## src/rtl/coeff_update_sequencer.sv

```systemverilog
// Stages one set of NUM_CH complex weights from a stream into a shadow file, then bursts
// the set into the inactive coefficient bank right after a bank swap (or at once in immediate mode).
//
// state     | meaning
// COLLECT   | accepting stream words into the shadow file
// WAIT_SWAP | full set staged, waiting for the next bank swap
// WRITE     | bursting shadow[0..NUM_CH-1] to the bank port
// DRAIN     | malformed set, discarding words up to s_last
module coeff_update_sequencer #(
  parameter int NUM_CH      = 24,
  parameter int COEFF_WIDTH = 16,
  parameter int ADDR_WIDTH  = 5
) (
  input  logic                     axi_clk,
  input  logic                     axi_rst_n,
  input  logic [2*COEFF_WIDTH-1:0] s_data,
  input  logic                     s_valid,
  input  logic                     s_last,
  output logic                     s_ready,
  input  logic                     cfg_immediate,
  input  logic                     err_clr,
  input  logic                     active_bank,
  output logic [ADDR_WIDTH-1:0]    axi_addr,
  output logic [2*COEFF_WIDTH-1:0] axi_data_w,
  output logic                     axi_we,
  input  logic                     axi_ack,
  output logic                     busy,
  output logic                     set_done,
  output logic                     err_frame,
  output logic                     err_overrun,
  output logic [15:0]              sets_written,
  output logic [1:0]               state_dbg
);

  localparam logic [ADDR_WIDTH-1:0] LAST_IDX = ADDR_WIDTH'(NUM_CH - 1);

  typedef enum logic [1:0] {
    COLLECT   = 2'd0,
    WAIT_SWAP = 2'd1,
    WRITE     = 2'd2,
    DRAIN     = 2'd3
  } state_t;

  state_t state, state_nxt;

  logic [2*COEFF_WIDTH-1:0] shadow [NUM_CH];
  logic [ADDR_WIDTH-1:0]    idx, widx, widx_inc;
  logic [1:0]               sync;
  logic                     prev;
  logic                     swap_evt, collect_beat, frame_err, burst_done;

  assign swap_evt     = sync[1] ^ prev;
  assign collect_beat = s_valid & (state == COLLECT);
  assign frame_err    = collect_beat & (s_last != (idx == LAST_IDX));
  assign burst_done   = (state == WRITE) & axi_we & axi_ack & (widx == LAST_IDX);
  assign widx_inc     = widx + 1'b1;
  assign busy         = (state != COLLECT);
  assign state_dbg    = state;

  always_ff @(posedge axi_clk) begin
    if (!axi_rst_n) state <= COLLECT;
    else            state <= state_nxt;
  end

  always_comb begin
    state_nxt = state;
    s_ready   = 1'b0;
    case (state)
      COLLECT: begin
        s_ready = axi_rst_n;
        if (s_valid && idx == LAST_IDX)
          state_nxt = !s_last ? DRAIN : (cfg_immediate ? WRITE : WAIT_SWAP);
      end
      DRAIN: begin
        s_ready = axi_rst_n;
        if (s_valid && s_last) state_nxt = COLLECT;
      end
      WAIT_SWAP: if (swap_evt) state_nxt = WRITE;
      WRITE:     if (burst_done) state_nxt = COLLECT;
      default:   state_nxt = COLLECT;
    endcase
  end

  // Shadow contents are don't-care after reset, so no reset term here.
  always_ff @(posedge axi_clk) begin
    if (collect_beat) shadow[idx] <= s_data;
  end

  always_ff @(posedge axi_clk) begin
    if (!axi_rst_n) begin
      sync         <= '0;
      prev         <= 1'b0;
      idx          <= '0;
      widx         <= '0;
      axi_we       <= 1'b0;
      axi_addr     <= '0;
      axi_data_w   <= '0;
      set_done     <= 1'b0;
      err_frame    <= 1'b0;
      err_overrun  <= 1'b0;
      sets_written <= '0;
    end else begin
      sync     <= {sync[0], active_bank};
      prev     <= sync[1];
      set_done <= 1'b0;

      if (collect_beat)
        idx <= (s_last || idx == LAST_IDX) ? '0 : idx + 1'b1;

      // A set event beats a simultaneous clear.
      err_frame   <= frame_err | (err_frame & ~err_clr);
      err_overrun <= ((state == WRITE) & swap_evt) | (err_overrun & ~err_clr);

      if (state == WRITE) begin
        if (!axi_we) begin
          axi_we     <= 1'b1;
          axi_addr   <= widx;
          axi_data_w <= shadow[widx];
        end else if (axi_ack) begin
          if (widx == LAST_IDX) begin
            axi_we       <= 1'b0;
            widx         <= '0;
            set_done     <= 1'b1;
            sets_written <= sets_written + 1'b1;
          end else begin
            widx       <= widx_inc;
            axi_addr   <= widx_inc;
            axi_data_w <= shadow[widx_inc];
          end
        end
      end
    end
  end

endmodule
```

## config.mk

```make
export PLATFORM = sky130hd
export DESIGN_NAME = coeff_update_sequencer
export DESIGN_NICKNAME = d
export VERILOG_FILES = /design/src/rtl/coeff_update_sequencer.sv
export SDC_FILE = /design/constraint.sdc
export NUM_CORES = 1
export LEC_CHECK = 0
export CAP_MARGIN = 40
export CORE_UTILIZATION = 35
export CTS_CLUSTER_SIZE = 28
export DETAILED_ROUTE_END_ITERATION = 8
export GPL_TIMING_DRIVEN = 0
export PLACE_DENSITY = 0.47
export SETUP_SLACK_MARGIN = 0.3
export SLEW_MARGIN = 20
export SYNTH_ARGS = -nofsm -noshare
export SYNTH_HDL_FRONTEND = slang
export SYNTH_SLANG_ARGS = --single-unit
```

## constraint.sdc

```tcl
create_clock -name axi_clk -period 3.4 [get_ports axi_clk]
set_input_delay 0.34 -clock axi_clk [delete_from_list [all_inputs] [get_ports axi_clk]]
set_output_delay 0.34 -clock axi_clk [all_outputs]
set_load 0.1 [all_outputs]
```

# Word-level counts from Yosys, hierarchy flattened
# Memories as Yosys holds them, arrays and structs flattened. A register that Yosys moved wholly into a read port is not among the register bits.
# Index checks and enable logic that the tools add are counted.
[op_classes] n_addsub=3 mul=0 n_div=0 n_lt_le_gt_ge=0 n_eq_ne=12 shift=0 mux=24 bitwise_logic=12 reduce_logical=11
[ops] cell="2-to-1 mux 32 bit" count=3
[ops] cell="2-to-1 mux 5 bit" count=7
[ops] cell="adder 16 x 1 -> 16 bit, second input constant" count=1
[ops] cell="2-to-1 mux 2 bit" count=6
[ops] cell="AND reduction 4 bit" count=3
[ops] cell="adder 5 x 1 -> 5 bit, second input constant" count=2
[ops] cell="equality test 5 bit, second input constant" count=2
[ops] cell="AND 1 bit" count=8
[ops] cell="!= test 2 bit, second input constant" count=4
[ops] cell="case mux 2 bit (4 select lines)" count=1
[ops] cell="2-to-1 mux 1 bit" count=7
[ops] cell="AND reduction 3 bit" count=2
[ops] cell="equality test 2 bit, second input constant" count=2
[ops] cell="!= test 2 x 1 -> 1 bit, second input constant" count=2
[ops] cell="equality test 2 x 1 -> 1 bit, second input constant" count=1
[ops] cell="logical AND 1 bit" count=2
[ops] cell="logical NOT 2 bit" count=1
[ops] cell="bitwise OR 1 bit" count=2
[ops] cell="nonzero test 2 bit" count=1
[ops] cell="OR reduction 2 bit" count=1
[ops] cell="logical OR 1 bit" count=1
[ops] cell="!= test 1 bit" count=1
[ops] cell="NOT 1 bit" count=1
[ops] cell="XOR 1 bit" count=1
[totals] register_bits=72 latch_bits=0 ramBits=768 romBits=0 inputBits=40 out_inout_bits=61 wordCells=75 memories=1
[memory_table] name="shadow" words=24 width=32 rd=2 rd_ports_with_merged_regs=1 wr=1 line="46" rtl="logic [2*COEFF_WIDTH-1:0] shadow [NUM_CH];"

# Longest topological paths before layout
# Gate-level depths: netlist of run 1.
[depth] depth_word=6 depth_mapped=9 mapped_depth_nobuf=7

# Worst setup path before layout of run 1
# Ideal clock, no wire load.
[synth_path] path_kind="reg2reg" start="register state[0] (netlist: state_dbg[0])" end="memory shadow[15][0] in the netlist's numbering (enable)" setup_ns=0.423 arrival_time_ns=3.083 t_required_ns=2.977 slack_ns=-0.106 path_stages_with_launch=7 n_path_buf=1 synth_period_minus_slack_ns=3.506 cell_sequence="dfxtp_1 inv_1 ha_1 and2_1 clkbuf_1 nand2_1 nor2_1"
[synth_between] elab_chain_len=4
[synth_rtl] element="start, declared" line="44" rtl="state_t state, state_nxt;"
[synth_rtl] element="start signal, assigned" line="62" rtl="else state <= state_nxt;"
[synth_rtl] element="logical NOT 2 bit" line="53" rtl="assign collect_beat = s_valid & (state == COLLECT);"
[synth_rtl] element="AND 1 bit" line="53"
[synth_rtl] element="2-to-1 mux 1 bit" line="86" rtl="if (collect_beat) shadow[idx] <= s_data;"
[synth_rtl] element="2-to-1 mux 1 bit (implied by the code)" line="86"
[synth_rtl] element="end, declared" line="46"
# No other way between the ends.

# Final worst setup path of run 1
[layout_path] start="register widx[1]" end="register axi_data_w[13]"
[layout_between] elab_chain_len=5 word_cells_on_any_way=8 classes_between="add/sub (1); eq/ne (2); mux (3); reduce/logical (1); memory (1)"
[layout_rtl] element="start, declared" line="47" rtl="logic [ADDR_WIDTH-1:0] idx, widx, widx_inc;"
[layout_rtl] element="start signal, assigned" line="126" rtl="widx <= widx_inc;"
[layout_rtl] element="adder 5 x 1 -> 5 bit" line="56" rtl="assign widx_inc = widx + 1'b1;"
[layout_rtl] element="memory read (24 x 32 bit)"
[layout_rtl] element="2-to-1 mux 32 bit" line="120" rtl="if (widx == LAST_IDX) begin"
[layout_rtl] element="2-to-1 mux 32 bit" line="119" rtl="end else if (axi_ack) begin"
[layout_rtl] element="2-to-1 mux 32 bit" line="115" rtl="if (!axi_we) begin"
[layout_rtl] element="end signal, assigned" line="118" rtl="axi_data_w <= shadow[widx];"
[layout_rtl] element="end signal, assigned" line="128" rtl="axi_data_w <= shadow[widx_inc];"
[layout_rtl] element="end, declared" line="24" rtl="output logic [2*COEFF_WIDTH-1:0] axi_data_w,"
# Several ways; a longest one is shown, not always the timed one. The select of a mux whose other input is x is not followed.
# A chain may end at the register's enable or synchronous reset.

==> run_results.csv, run 1 <==
group,metric,value,unit
synth,yosys-top-cells-area,"edfxtp_1, mux4_2, dfxtp_1",
routing,ant_nets,0,
synth,synth.most_common_cell,"edfxtp_1",
setup_path,cpLargestDelayFamily,"buffers and inverters",
place,portBuffers,100,
die,core_area,109000,um2
timing,hold_viol_final,0,
setup_path,worstPathCellList,"ha_1, buf_2, nand3_1, xor2_2, nor2b_1, clkbuf_2, a32oi_1, a32o_1",
setup_path,cp-startpoint,"widx[1]",
setup_path,cp.depth,8,
die,rows,121,
setup_path,slowest_stage,"clkbuf_2",
run,cap_violations,0,
timing,fin_setup_tns,0,ps
synth,synth_compound_area_share,3.40,%
timing,holdWs,272,ps
pwr,p_total,22.6,mW
cells_and_area,layout-drive-gt1-share,33.9,%
clocking,clock_path_buffers,3,
pwr,pwr_density_cell,474,nW/um2
synth,yosys.area.top_type,"edfxtp_1",
clocking,clk_pin_slew,60,ps
min_path,hp-class,"in -> reg",
cells_and_area,fin_area,47700,um2
cells_and_area,nets,2484,
place,place_hpwl,98700,um
die,io_pins,101,
die,die_h,334,um
timing,worstMarginPinSlew,908,ps
synth,syn_inst,2066,
clocking,numCtsBuffers,98,
die,die_area,111000,um2
place,dpl_cell_area,44200,um2
synth,synth_mux_area_share,25.3,%
setup_path,crit_required,3960,ps
grt,grt_max_degree,25,
timing,grt_setup_unrepaired,"no",
clocking,worstSkewPairLatency,670,ps
routing,drc,0,
synth,syn_avg_cell_area,18.7,um2
min_path,min_delay_path_depth,2,
synth,syn-num-nets,2118,
setup_path,critical_path_buf_inv_count,2,
synth,async_reset_ff_share,0,%
min_path,hold_start,"active_bank",
grt,grtUsageTotal,25.2,%
routing,drt-wirelength-per-cell,35.8,um
synth,yosys-top-cells-count,"edfxtp_1, mux4_2, nand2_1",
grt,grt_pass1_vias,24300,
synth,synth_adder_area_share,0.389,%
routing,wl,141000,um
clocking,cts-root-buf,"clkbuf_16",
synth,ys_types,57,
die,die_w,334,um
grt,grt_pass1_wl,193000,um
clocking,ctsHoldBuffers,0,
synth,synthXorXnorAreaFrac,0.678,%
synth,synthFlopType,"edfxtp_1",
timing,fmax,0.327,GHz
setup_path,critPathMaxFanout,10,
outcome,status,"finished clean",
timing,final_max_slew_viol_count,0,
setup_path,cp-end-kind,"register",
setup_path,worst_setup_path_start_kind,"register",
setup_path,max_stage_delay,610,ps
timing,fin_ws,344,ps
setup_path,crit_type,"reg -> reg",
routing,drt-pass1-iter-count,7,
cells_and_area,area_growth,23.8,%
clocking,h-tree-depth,3,
synth,synth_simple_gate_area_share,4.10,%
place,gp_congestion,0.825,
synth,syn_area,38600,um2
synth,synth_edf_count,768,
timing,fin_crit,3060,ps
clocking,cts_tree,"done",
grt,grt_antenna_before_repair,4,
timing,slew_headroom,39.3,%
setup_path,rr_worst_depth,8,
timing,final-setup-viol-count,0,
die,initial_utilization,35.4,%
clocking,cts_sinks,845,
pwr,vdd_ir_drop_max,417,uV
synth,ys_ff_latch,845,
setup_path,worstPathArrival,3610,ps
routing,viasPerCell,6.02,
grt,gr-total-overflow,0,
synth,yosys_warnings,0,
synth,synth_top_family_by_area,"multiplexers",
timing,finalClockSkew,20.3,ps
timing,period_share,89.9,%
setup_path,r2r-start,"widx[1]",
routing,drt_iter0_drc,2554,
pwr,p_leak,15.0,nW
place,pre_cts_ws,28.3,ps
synth,synth_top_area_share,59.8,%
routing,vias,23600,
synth,yosysSeqAreaShare,63.8,%
where the power goes:
part	leakage, nW	switching, mW	internal, mW	total (mW)
Clock	1.59	4.36	6.39	10.8
Combinational	5.89	0.294	0.179	0.473
Sequential	7.55	0.0266	11.4	11.4
Total	15.0	4.69	18.0	22.6
what timing repair did:
item,in CTS,in global routing
gates resized for setup,12,12
setup endpoints to repair,32,60
pin swaps,1,4
buffers inserted,0,4
metrics by stage:
stage / utilization [%] / std cells
after floorplan: - / 2066
after global placement: 37.9 / 3580
after detailed placement: 40.6 / 3730
after CTS: 43.6 / 3912
after global routing: 43.8 / 3928
final: 43.8 / 3930
cell families (layout without fill, tap and decap cells):
family | after synthesis | count (layout)
xor+xnor | 26 | 26
other cells | 0 | 2
simple gates | 355 | 355
buf+inv | 170 | 618
mux | 493 | 493
fa+ha+maj | 12 | 12
flops | 845 | 845
compound gates | 165 | 165
registers in the layout (all words and copies together) (netlist names), named ones only:
signal and count:
shadow 768, axi_data_w 32, sets_written 16, axi_addr 5, idx 5, widx 5
state_dbg 2, sync 2, axi_we 1, err_frame 1, err_overrun 1, prev 1
set_done 1
cell type report:
cell class	instances	area [um2]
inverters	14	52.6
clock buffers	123	2680
multi-input cells	1051	13300
fillers	9440	61300
repair buffers	266	3880
clock inverters	59	571
diodes	2	5.00
well taps	1414	1770
plain buffers	156	901
flip-flops and latches	845	24600
layer usage:
layer / GRT usage [%] / wire length [um] / up-vias / share of wire [%]
li1: - / - / 9427 / -
met1: 32.4 / 55000 / 12800 / 39
met2: 42.9 / 70100 / 1203 / 50
met3: 4.66 / 10700 / 255 / 7.6
met4: 7.86 / 4760 / 2 / 3.4
met5: 0 / 13 / - / 0.0092
final timing paths:
| kind | to | slack [ps] |
|---|---|---|
| worst min-delay path | sync[0] | 270 |
| worst min register to register | sync[1] | 440 |
| worst max register to register | axi_data_w[13] | 340 |
| worst max-delay path | axi_data_w[13] | 340 |
cells in the final DEF, fill, tap and decap left out, types with 12 or more instances in the layout:
cell type        netlist  routed
a21oi_1               14      14
a311oi_1              16      16
a31oi_1               16      16
a32o_1                31      31
a32oi_1               31      31
and2_1                22      22
buf_12                 0      20
buf_16                 0      33
buf_2                 43      40
buf_4                 15      28
buf_6                 18      42
buf_8                  0      85
clkbuf_1              67      60
clkbuf_16              0     101
clkbuf_2               0      23
clkdlybuf4s50_1        0     100
clkinv_1               2      23
clkinv_2               0      18
dfxtp_1               77      77
edfxtp_1             768     768
ha_1                  12      12
inv_1                 12      12
mux2_2                16      16
mux2i_1               91      91
mux4_2               384     384
nand2_1              194     194
nor2_1                64      40
nor2_4                 0      24
o22ai_1               21      21
o32ai_1               12      12
or3_1                 17      17
xor2_1                13      12
Note: power is estimated with default switching activity, not from simulation.
==> inputs of run 2 (changes only) <==
--- a/config.mk
+++ b/config.mk
@@ -10,6 +10,7 @@
 export CTS_CLUSTER_SIZE = 28
 export DETAILED_ROUTE_END_ITERATION = 8
 export GPL_TIMING_DRIVEN = 0
+export HOLD_SLACK_MARGIN = 0.08
 export PLACE_DENSITY = 0.47
 export SETUP_SLACK_MARGIN = 0.3
 export SLEW_MARGIN = 20
==> results of run 2 <==
No change in the layout: final DEF, timing and power equal those of run 1.
